[src/rtl/vend_controller.sv]
// Vending sequencer: coin credit, price check, dispenser handshake,
// change return, cancel, timeout refund and coin rejection.
module vend_controller #(
  parameter int PRICE_A    = 2,
  parameter int PRICE_B    = 3,
  parameter int MAX_CREDIT = 7,
  parameter int CREDIT_W   = 3,
  parameter int TIMEOUT    = 50,
  parameter int TO_W       = 6
) (
  input  logic                clk,
  input  logic                rst,
  input  logic [1:0]          coin,
  input  logic                sel_valid,
  input  logic                sel_id,
  input  logic                cancel,
  input  logic                disp_ack,
  output logic                disp_req,
  output logic                disp_id,
  output logic                change_pulse,
  output logic                coin_reject,
  output logic                sel_err,
  output logic [CREDIT_W-1:0] credit,
  output logic                busy
);

  typedef enum logic [1:0] {
    IDLE,
    COLLECT,
    DISPENSE,
    CHANGE
  } state_t;

  localparam logic [CREDIT_W-1:0] PA = CREDIT_W'(PRICE_A);
  localparam logic [CREDIT_W-1:0] PB = CREDIT_W'(PRICE_B);
  localparam logic [CREDIT_W:0] MAXC = (CREDIT_W+1)'(MAX_CREDIT);
  localparam logic [TO_W-1:0] TLAST = TO_W'(TIMEOUT - 1);

  state_t              state;
  logic [TO_W-1:0]     tcnt;
  logic [CREDIT_W:0]   coin_val;
  logic [CREDIT_W:0]   sum;
  logic [CREDIT_W-1:0] price;
  logic                coin_ok;
  logic                coin_any;
  logic                fits;
  logic                afford;

  always_comb begin
    coin_val = '0;
    unique case (1'b1)
      coin == 2'b01: coin_val = (CREDIT_W+1)'(1);
      coin == 2'b10: coin_val = (CREDIT_W+1)'(2);
      default: coin_val = '0;
    endcase
  end

  assign coin_ok  = (coin == 2'b01) || (coin == 2'b10);
  assign coin_any = (coin != 2'b00);
  assign sum      = {1'b0, credit} + coin_val;
  assign fits     = (sum <= MAXC);
  assign price    = sel_id ? PB : PA;
  assign afford   = (credit >= price);

  always_ff @(posedge clk) begin
    if (!rst) begin
      state        <= IDLE;
      tcnt         <= '0;
      credit       <= '0;
      disp_req     <= 1'b0;
      disp_id      <= 1'b0;
      change_pulse <= 1'b0;
      coin_reject  <= 1'b0;
      sel_err      <= 1'b0;
      busy         <= 1'b0;
    end else begin
      change_pulse <= 1'b0;
      coin_reject  <= 1'b0;
      sel_err      <= 1'b0;
      unique case (state)
        IDLE: begin
          sel_err <= sel_valid;
          if (coin == 2'b11) begin
            coin_reject <= 1'b1;
          end else if (coin_ok) begin
            credit <= sum[CREDIT_W-1:0];
            tcnt   <= '0;
            state  <= COLLECT;
          end
        end
        COLLECT: begin
          if (cancel) begin
            coin_reject <= coin_any;
            busy        <= 1'b1;
            state       <= CHANGE;
          end else if (sel_valid) begin
            coin_reject <= coin_any;
            if (afford) begin
              credit   <= credit - price;
              disp_id  <= sel_id;
              disp_req <= 1'b1;
              busy     <= 1'b1;
              state    <= DISPENSE;
            end else begin
              sel_err <= 1'b1;
              tcnt    <= '0;
            end
          end else if (coin_ok && fits) begin
            credit <= sum[CREDIT_W-1:0];
            tcnt   <= '0;
          end else begin
            // invalid or over-ceiling coins do not restart the idle timer
            coin_reject <= coin_any;
            if (tcnt == TLAST) begin
              busy  <= 1'b1;
              state <= CHANGE;
            end else begin
              tcnt <= tcnt + 1'b1;
            end
          end
        end
        DISPENSE: begin
          coin_reject <= coin_any;
          if (disp_ack) begin
            disp_req <= 1'b0;
            if (credit != '0) begin
              state <= CHANGE;
            end else begin
              busy  <= 1'b0;
              state <= IDLE;
            end
          end
        end
        CHANGE: begin
          coin_reject <= coin_any;
          if (credit != '0) begin
            change_pulse <= 1'b1;
            credit       <= credit - 1'b1;
          end else begin
            busy  <= 1'b0;
            state <= IDLE;
          end
        end
        default: state <= IDLE;
      endcase
    end
  end

endmodule

[config.mk]
export PLATFORM = sky130hd
export DESIGN_NAME = vend_controller
export DESIGN_NICKNAME = d
export VERILOG_FILES = /design/src/rtl/vend_controller.sv
export SDC_FILE = /design/constraint.sdc
export NUM_CORES = 1
export LEC_CHECK = 0
export CORE_MARGIN = 3
export CORE_UTILIZATION = 50
export CTS_CLUSTER_SIZE = 40
export DETAILED_ROUTE_END_ITERATION = 8
export HOLD_SLACK_MARGIN = 0.08
export MAX_ROUTING_LAYER = met4
export PLACE_DENSITY = 0.84
export SLEW_MARGIN = 20
export SYNTH_ARGS = -nofsm -noshare
export SYNTH_HDL_FRONTEND = slang
export SYNTH_SLANG_ARGS = --single-unit
[constraint.sdc]
create_clock -name clk -period 4.6 [get_ports clk]
set_input_delay 0.46 -clock clk [delete_from_list [all_inputs] [get_ports clk]]
set_output_delay 0.46 -clock clk [all_outputs]
set_load 0.03 [all_outputs]
==> results.md <==
- Site Rows: 16
- Slew Limit Fails: 0
- Seq/Total Area, Yosys: 0.289
- Final cell count without fillers: 182
- Via/cell ratio: 6.06
- EDFF count, synth: 0
- Post-synthesis register bit count: 17
- Antenna diodes: 0
- Worst setup SP type: input port
- DP Worst Slack: between 1.5 and 2 ns
- Tot Pwr: about 460 µW
- Setup TNS: 0 ns
- Most used DFF post-synth: dfxtp_1
- Clk sinks: 17
- Fin. Hold Viols: 0
- Placed insts: 178
- CTS root buf: clkbuf_4
- CTS resizes: 0
- Final min period: ~2.6 ns
- Pleak: between 0.5 and 0.6 nW
- WP data required: a little under 5 ns
- Worst skew pair latency: about 0.30 ns
- PwrDens: roughly 340 mW/mm²
- Hpwl dp: between 1.5 and 2 mm
- Initial DRC Count: 33
- Outcome: completed
- RSZ-0062 raised after global routing: false
- Total grt overflow: 0
- Gr usage total: 0.209
- Yosys synthesis warning count: 0
- Layout cells sized above 1: 0.0323
- Unique masters post-synth: 45
- Sequential cell area: between 300 and 400 µm²
- Pre-antenna DRT Iters: 4
- Max-Cap Viols: 0
- Post-route ant nets: 0
- Crit path DAT: around 2.8 ns
- Multi-input gate area: 761 µm²
- Post-Syn Area: approximately 0.0012 mm²
- Die width: between 50 and 60 µm
- Starting Density: 0.565
- # DRC: 0
- Placed cell area: between 0.001 and 0.0015 mm²
- Via count: roughly 1,100
- Port buffer count: 16
- Worst slew pin tran: 0.729 ns
- Final WL: 2.56 mm
- Setup repair bufs after CTS: 0
- Global placement routability congestion: approximately 0.85
- Hold WC Path Type: reg2reg
- First-pass GRT wire length: 4.34 mm
- Worst VDD drop: between 0.2 and 0.25 mV
- Final setup fails: 0
- Die height: about 55 µm
- Vias in the first global route: approximately 1,000
- H-tree Lvls: 1
- Clk buf depth: 2
- Mapped Avg Cell Area: between 8 and 9 µm²
- Filler cell count in the final layout: around 170
- CP Class: in2reg
- # hold bufs at CTS: 0
- Fmax: just under 400 MHz
- Slew headroom: 0.509
- Final period util: 0.562
- Core area: roughly 0.0021 mm²
- Pin count of the biggest net entering global routing: 15
- Clock transition at the registers of the reported paths: approximately 0.1 ns
- Fin nets: around 180
- Antenna violations before repair: 0
- Die footprint: roughly 0.0030 mm²
- Area grow syn2layout: 16.5%
- Synth Net Count: 161
- Final instance area: about 0.0014 mm²
- CTS tree: built
- IO Count: 17
- CTS Buf Count: 3
- Layout Skew: 0.00403 ns
- Wire per inst: roughly 14 µm
- Mapped Cells: 140
- Critical Path End Type: flop
- Worst-path fanout max: 6
- Setup ws final: a little over 2 ns
- Ys async rst share: 0
## state kept, by name (all words and copies together), names as in the netlist
| name | cells |
|---|---|
| disp_id | 1 |
| change_pulse | 1 |
| busy | 1 |
| sel_err | 1 |
| coin_reject | 1 |
| disp_req | 1 |
| credit | 3 |
| tcnt | 6 |
| state | 2 |
## routing by layer
layer | vias up | routed length (µm) | global-route usage
met4 | 0 | 50 | 0.0996
met2 | 37 | 1240 | 0.341
met5 | - | 0 | -
met3 | 5 | 127 | 0.0245
li1 | 541 | - | -
met1 | 520 | 1150 | 0.254
## power breakdown
part	internal (mW)	switching [mW]	total, mW
combinational	0.0811	0.105	0.186
clock	0.0338	0.0470	0.0808
sequential	0.164	0.0287	0.192
total	0.279	0.181	0.459
## layout by cell type (no fill, tap or decap), types with 3 or more instances in the layout
| cell | instances |
|---|---|
| nand2_1 | 11 |
| xnor2_1 | 5 |
| o21a_1 | 3 |
| a21oi_1 | 9 |
| and3_1 | 3 |
| mux2i_1 | 3 |
| nor2_1 | 13 |
| nor3b_1 | 3 |
| o21ai_0 | 3 |
| ha_1 | 12 |
| nand3_1 | 3 |
| clkbuf_4 | 3 |
| inv_1 | 12 |
| clkdlybuf4s50_1 | 16 |
| dfxtp_1 | 17 |
## critical path: stages
cell and delay, ns:
clkdlybuf4s50_1 0.52, inv_1 0.08, ha_1 0.35, nor3b_1 0.16, o21ai_0 0.60, a31oi_1 0.14
nor2_1 0.29, mux2i_1 0.22
## logic make-up after synthesis
group	synth area share
AO/OA/AOI/OAI	0.228
XOR/XNOR	0.0372
adder cells (fa/ha/maj)	0.145
buffers and inverters	0.0638
flip-flops	0.289
multiplexers	0.0255
AND/OR/NAND/NOR	0.212
## cell type report
class	instances	area share
Multi-Input combinational cell	105	0.555
Timing Repair Buffer	16	0.117
Clock buffer	4	0.0192
Sequential cell	17	0.248
Inverter	13	0.0356
Tap cell	27	0.0247
## cells in the mapped netlist, types with 2 or more instances
library cell / n / area [µm²]
o21ai_0: 3 / 15.0
nor2b_1: 2 / 12.5
ha_1: 12 / 150
nand3_1: 3 / 15.0
nor2_1: 13 / 48.8
o221ai_1: 2 / 17.5
o21a_1: 3 / 22.5
inv_1: 12 / 45.0
a21oi_1: 9 / 45.0
o311ai_0: 2 / 17.5
dfxtp_1: 17 / 340
a2111oi_1: 2 / 20.0
and3_1: 3 / 18.8
or3_1: 2 / 12.5
a31oi_1: 2 / 12.5
xnor2_1: 5 / 43.8
or4_1: 2 / 15.0
nand2b_1: 2 / 12.5
nor3b_1: 3 / 22.5
nand4_1: 2 / 12.5
clkbuf_1: 3 / 11.3
nand2_1: 11 / 41.3
mux2i_1: 3 / 30.0
## final timing paths
path | startpoint | end | slack [ns] | depth (start not counted)
min reg2reg | disp_req | disp_req | 0.49 | 2
min | disp_req | disp_req | 0.49 | 2
max | coin[0] | credit[1] | 2.01 | 8
max reg2reg | credit[0] | tcnt[4] | 2.39 | 7
## stage by stage
stage	hold slack, ns	util
2_1_floorplan	0.465	-
4_1_cts	0.496	0.658
3_3_place_gp	0.468	0.645
5_1_grt	0.515	0.658
6_report	0.493	0.658
3_5_place_dp	0.482	0.645
(Power assumes the default switching activity.)
